**config.mk**
```make
export PLATFORM = sky130hd
export DESIGN_NAME = icache_refill
export DESIGN_NICKNAME = d
export VERILOG_FILES = /design/src/rtl/icache_refill.sv
export SDC_FILE = /design/constraint.sdc
export NUM_CORES = 1
export LEC_CHECK = 0
export CORE_MARGIN = 2
export CORE_UTILIZATION = 28
export CTS_BUF_LIST = sky130_fd_sc_hd__clkbuf_16
export DETAILED_ROUTE_END_ITERATION = 10
export PLACE_DENSITY = 0.77
export SLEW_MARGIN = 0
export SYNTH_ARGS = -nofsm -noshare
export SYNTH_HDL_FRONTEND = slang
export SYNTH_SLANG_ARGS = --single-unit
```
**constraint.sdc**
```tcl
create_clock -name clk -period 2.1 [get_ports clk]
set_clock_uncertainty 0.2 [all_clocks]
set_input_delay 0.42 -clock clk [delete_from_list [all_inputs] [get_ports clk]]
set_output_delay 0.42 -clock clk [all_outputs]
set_load 0.02 [all_outputs]
```
**src/rtl/icache_refill.sv**
```systemverilog
// rtl/icache_refill.sv - icache miss-refill controller: AXI4 line fetch into the data array, tag invalidate/validate
module icache_refill #(
   parameter int         LINE_WORDS = 8,
   parameter logic [3:0] AXI_ID     = 4'd0
) (
   input  logic        clk,
   input  logic        resetn,
   input  logic        miss_req,
   input  logic [31:0] miss_addr,
   input  logic        tag_ready,
   output logic        busy,
   output logic        refill_done,
   output logic        refill_err,
   output logic [3:0]  arid,
   output logic [31:0] araddr,
   output logic [7:0]  arlen,
   output logic [2:0]  arsize,
   output logic [1:0]  arburst,
   output logic        arvalid,
   input  logic        arready,
   input  logic [3:0]  rid,
   input  logic [31:0] rdata,
   input  logic [1:0]  rresp,
   input  logic        rlast,
   input  logic        rvalid,
   output logic        rready,
   output logic        data_wen,
   output logic [9:0]  data_waddr,
   output logic [31:0] data_wdata,
   output logic [3:0]  tag_wen,
   output logic [31:0] tag_waddr,
   output logic [20:0] tag_wdata
);

   localparam logic [2:0] LAST_WORD = 3'(LINE_WORDS - 1);

   typedef enum logic [2:0] {
      S_IDLE,
      S_INVAL,
      S_AR,
      S_R,
      S_TAG,
      S_DONE
   } state_t;

   state_t      state, state_nx;
   logic [26:0] line;
   logic [2:0]  cnt;
   logic        err;
   logic        beat;
   logic        beat_bad;
   logic        unused_addr_bits;

   assign unused_addr_bits = ^miss_addr[4:0];

   assign beat = (state == S_R) && rvalid;

   // An 8th beat without rlast means the slave is overrunning the line.
   assign beat_bad = (rresp != 2'b00) || (rid != AXI_ID)
                   || ( rlast && (cnt != LAST_WORD))
                   || (!rlast && (cnt == LAST_WORD));

   always_ff @(posedge clk or negedge resetn) begin
      if (!resetn) begin
         state <= S_IDLE;
         line  <= '0;
         cnt   <= '0;
         err   <= 1'b0;
      end else begin
         state <= state_nx;
         if ((state == S_IDLE) && miss_req && tag_ready) begin
            line <= miss_addr[31:5];
            cnt  <= '0;
            err  <= 1'b0;
         end
         if (beat) begin
            cnt <= cnt + 3'd1;
            if (beat_bad) begin
               err <= 1'b1;
            end
         end
      end
   end

   assign tag_waddr = {line, 5'b0};

   always_comb begin
      state_nx    = state;
      busy        = 1'b1;
      refill_done = 1'b0;
      refill_err  = 1'b0;
      arid        = 4'd0;
      araddr      = 32'd0;
      arlen       = 8'd0;
      arsize      = 3'd0;
      arburst     = 2'd0;
      arvalid     = 1'b0;
      rready      = 1'b0;
      data_wen    = 1'b0;
      data_waddr  = 10'd0;
      data_wdata  = 32'd0;
      tag_wen     = 4'h0;
      tag_wdata   = 21'd0;
      case (state)
         S_IDLE: begin
            busy = 1'b0;
            if (miss_req && tag_ready) begin
               state_nx = S_INVAL;
            end
         end
         S_INVAL: begin
            // Kill the old tag before any data word is overwritten.
            tag_wen  = 4'hF;
            state_nx = S_AR;
         end
         S_AR: begin
            arvalid = 1'b1;
            arid    = AXI_ID;
            araddr  = {line, 5'b0};
            arlen   = 8'(LINE_WORDS - 1);
            arsize  = 3'd2;
            arburst = 2'b01;
            if (arready) begin
               state_nx = S_R;
            end
         end
         S_R: begin
            rready = 1'b1;
            if (rvalid) begin
               data_wen   = 1'b1;
               data_waddr = {line[6:0], cnt};
               data_wdata = rdata;
               if (rlast) begin
                  state_nx = S_TAG;
               end
            end
         end
         S_TAG: begin
            if (!err) begin
               tag_wen   = 4'hF;
               tag_wdata = {1'b1, line[26:7]};
            end
            state_nx = S_DONE;
         end
         S_DONE: begin
            refill_done = 1'b1;
            refill_err  = err;
            state_nx    = S_IDLE;
         end
         default: begin
            busy     = 1'b0;
            state_nx = S_IDLE;
         end
      endcase
   end

endmodule

```
==> flow_summary.rst <==
.. list-table::
   :header-rows: 1

   * - Metric
     - Value
   * - CTS tree
     - built
   * - Peak VDD IR
     - 0.920 mV
   * - Worst-path fanout max
     - 5
   * - Maximum level of the CTS H-tree
     - 2
   * - Final antenna-violating net count
     - 0
   * - Mean cell area of the mapped netlist
     - 10.1 µm²
   * - Overflow left after global routing
     - 0
   * - Met2 capacity usage during global routing
     - 35.7%
   * - Power per cell area
     - 1330 nW/µm²
   * - Number of global-route vias before repair
     - 2,501
   * - Share of synthesized area occupied by flip-flops and latches
     - 36.3%
   * - Total of flip-flops plus latches after synthesis
     - 34
   * - Seq. cell area
     - 853 µm²
   * - Final non-filler cell area
     - 5060 µm²
   * - Global router's overall resource usage
     - 18.1%
   * - Maximum number of pins on one net before global-route repair
     - 35
   * - Shortest clock period the worst path allows after layout
     - 2.26 ns
   * - Total inserted antenna cells
     - 0
   * - Tcrit/Tclk final
     - 107%
   * - Most used routing layer
     - met2
   * - Post-Syn Instances
     - 232
   * - Clock Sinks
     - 34
   * - Final worst slack
     - -0.155 ns
   * - Worst-case register-to-register setup slack
     - 0.15 ns
   * - Number of buffers inserted for hold repair after clock tree synthesis
     - 0
   * - Nets@finish
     - 534
   * - WP data required
     - 1.48 ns
   * - Total wirelength of the detailed-routed design
     - 9280 µm
   * - Setup slack at placement
     - -0.708 ns
   * - Final-layout fill cell count
     - 672
   * - Half-perimeter wire length of the detailed placement result
     - 6450 µm
   * - Startpoint of the worst register-to-register path
     - state[0]
   * - Die outline width
     - 95.4 µm
   * - Worst relative slew slack
     - 47.8%
   * - Arr. time, crit path
     - 1.64 ns
   * - Highest clock rate
     - 443 MHz
   * - Wire length of the first global-routing pass
     - 12,600 µm
   * - Clk_lat worst skew
     - 0.27 ns
   * - Number of detailed-routing iterations run before antenna repair
     - 4
   * - Start point of the critical path
     - state[0]
   * - Count of vias placed by the detailed router
     - 2,418
   * - LEAKAGE
     - 2.40 nW
   * - Leading register cell type out of synthesis
     - sky130_fd_sc_hd__dfrtp_1
   * - Class of the most critical setup path
     - reg2out
   * - Clk buf depth
     - 2
   * - Final-report setup violation count
     - 90
   * - Starting Density
     - 28.6%
   * - Placeable core region
     - 8180 µm²
   * - First-iteration detailed-routing DRC count
     - 58
   * - Async set or reset register ratio after synthesis
     - 100%
   * - Vias per Instance
     - 4.31
   * - Antenna violations before repair
     - 0
   * - Share of cells above drive strength 1
     - 50.9%
   * - Clock Tree Root
     - sky130_fd_sc_hd__clkbuf_16
   * - Count of different cell masters after synthesis
     - 34
   * - Sort of element at the end of the critical path
     - output port
   * - Max-cap viol count
     - 0
   * - Floorplan row count
     - 33
   * - Yosys warns
     - 0
   * - Cell breakdown of the critical path
     - and4b_2 -> buf_6 -> buf_12 -> buf_16 -> and2_4 -> buf_6
   * - Num CTS Buffers
     - 5
   * - Cell occurring most often along the worst timing path
     - sky130_fd_sc_hd__buf_6
   * - Routed length per instance
     - 16.5 µm
   * - I/O pin cnt
     - 231
   * - Slowest Stage Delay on Critical Path
     - 0.44 ns
   * - Global Route met1 Usage
     - 18.7%
   * - Number of pins with negative max-slew slack in the final report
     - 0
   * - Number of flops mapped to enable cells by yosys
     - 0
   * - Utilization of the core after routing
     - 61.9%
   * - Final hold violations
     - 0
   * - Failing checks
     - setup timing
   * - Crit path max-delay cell type
     - sky130_fd_sc_hd__dfrtp_2
   * - Clock-pin slew reported for the worst setup and hold paths after clock tree synthesis
     - 0.05 ns
   * - Area Overhead vs Synth
     - 116%
   * - Synth Cell Area
     - 2340 µm²
   * - Overall die height
     - 95.4 µm
   * - Placed cell areas
     - 4430 µm²
   * - Worst setup SP type
     - flop
   * - Die area
     - 9110 µm²
   * - Post-route worst hold slack
     - 0.0307 ns
   * - Tightest Hold Check Type
     - in2async
   * - Met3 global-route usage
     - 4.90%
   * - Slew @ Worst Pin
     - 0.784 ns
   * - Number of design rule violations left after detail routing
     - 0
   * - Total area of multi-input combinational cells
     - 1410 µm²
   * - IO Port Bufs
     - 203
   * - Status
     - complete, but fails checks
   * - GP Congestion
     - 0.800
   * - Setup repair after global routing missed its margin
     - true
final timing paths:
check | to | depth (start not counted)
worst max-delay path | data_wdata[14] | 6
worst min-delay path | line[12] | 1
worst max register to register | line[4] | 6
worst min register to register | line[17] | 1
max in group asynchronous | state[1] | 1
min in group clk | line[17] | 1
area by class of cell:
cell class,count,area share [%]
sequential,34,16.9
inverter,2,0.148
timing repair buffer,240,49.7
clock inverter,3,0.322
clock buffer,5,2.47
tap,105,2.60
multi-input combinational,172,27.9
cell usage in the layout, fill, tap and decap left out, types with 2 or more instances in the layout:
cell type	count
sky130_fd_sc_hd__clkbuf_16	8
sky130_fd_sc_hd__buf_4	24
sky130_fd_sc_hd__buf_16	4
sky130_fd_sc_hd__and2_1	34
sky130_fd_sc_hd__a22o_1	2
sky130_fd_sc_hd__clkdlybuf4s50_1	96
sky130_fd_sc_hd__and2_4	58
sky130_fd_sc_hd__mux2_1	17
sky130_fd_sc_hd__inv_1	2
sky130_fd_sc_hd__buf_2	22
sky130_fd_sc_hd__nor3b_2	2
sky130_fd_sc_hd__dfrtp_2	2
sky130_fd_sc_hd__mux2_4	10
sky130_fd_sc_hd__clkdlybuf4s15_2	5
sky130_fd_sc_hd__a21oi_2	2
sky130_fd_sc_hd__conb_1	22
sky130_fd_sc_hd__dfrtp_1	32
sky130_fd_sc_hd__buf_6	77
sky130_fd_sc_hd__buf_12	7
sky130_fd_sc_hd__nand2_1	2
sky130_fd_sc_hd__nor2_1	3
sky130_fd_sc_hd__nor2_4	2
sky130_fd_sc_hd__ha_1	2
per-layer routing:
| metal | part of all wire [%] | vias up | wire length [µm] |
|---|---|---|---|
| met2 | 54 | 133 | 5000 |
| met3 | 8.8 | 8 | 812 |
| met1 | 36 | 1138 | 3360 |
| met5 | 0 | - | 0 |
| met4 | 1.2 | 0 | 109 |
| li1 | - | 1139 | - |
per-stage QoR:
step / std cells / total power [mW] / setup TNS, ns
floorplan: 253 / 3.27 / 0
global placement: 535 / 5.06 / -37.66
detailed placement: 535 / 5.13 / -38.50
CTS: 555 / 6.17 / -6.90
global route: 561 / 7.06 / -10.61
finish: 561 / 6.72 / -6.63
kinds of logic (layout without fill, tap and decap cells):
logic type	after synthesis	count (layout)	synth area share, %
buffers and inverters	47	250	14.8
adders and majority gates	2	2	1.07
xor gates and xnor gates	1	1	0.374
AOI/OAI and AO/OA	10	10	3.15
muxes	28	28	15.1
DFF	34	34	36.3
and+or+nand+nor	109	109	29.0
other	1	22	0.160
report_power, final:
group          total (mW)  switching [mW]  internal, mW
Clock               0.691           0.260         0.432
Sequential           1.32           0.349         0.974
Combinational        4.71            2.12          2.59
Total                6.72            2.73          3.99
critical path, delay by kind of cell, from the launching register on:
kind	cells	cell delay [ns]
and+or+nand+nor	2	0.42
DFF	1	0.44
buffers and inverters	4	0.50
flip-flops by register name (all words and copies together) (netlist names):
name,flops
line,27
cnt,3
state,3
err,1
synth_stat cells, drive strengths merged (2+ instances only):
library cell | n | area [µm²]
a21oi | 3 | 18.8
a22o | 2 | 17.5
and2 | 92 | 576
buf | 42 | 328
clkbuf | 3 | 11.3
dfrtp | 34 | 851
ha | 2 | 25.0
inv | 2 | 7.51
mux2 | 28 | 353
nand2 | 2 | 7.51
nor2 | 6 | 25.0
nor3 | 2 | 21.3
nor3b | 2 | 15.0
o21ai | 2 | 10.0
timing repair:
item | CTS | global route
gates cloned | 4 | 4
resized for setup | 545 | 97
pin swaps | 18 | 12
buffers inserted | 8 | 4
setup endpoints to repair | 105 | 127
No activity file was read; power rests on OpenSTA's default activity.
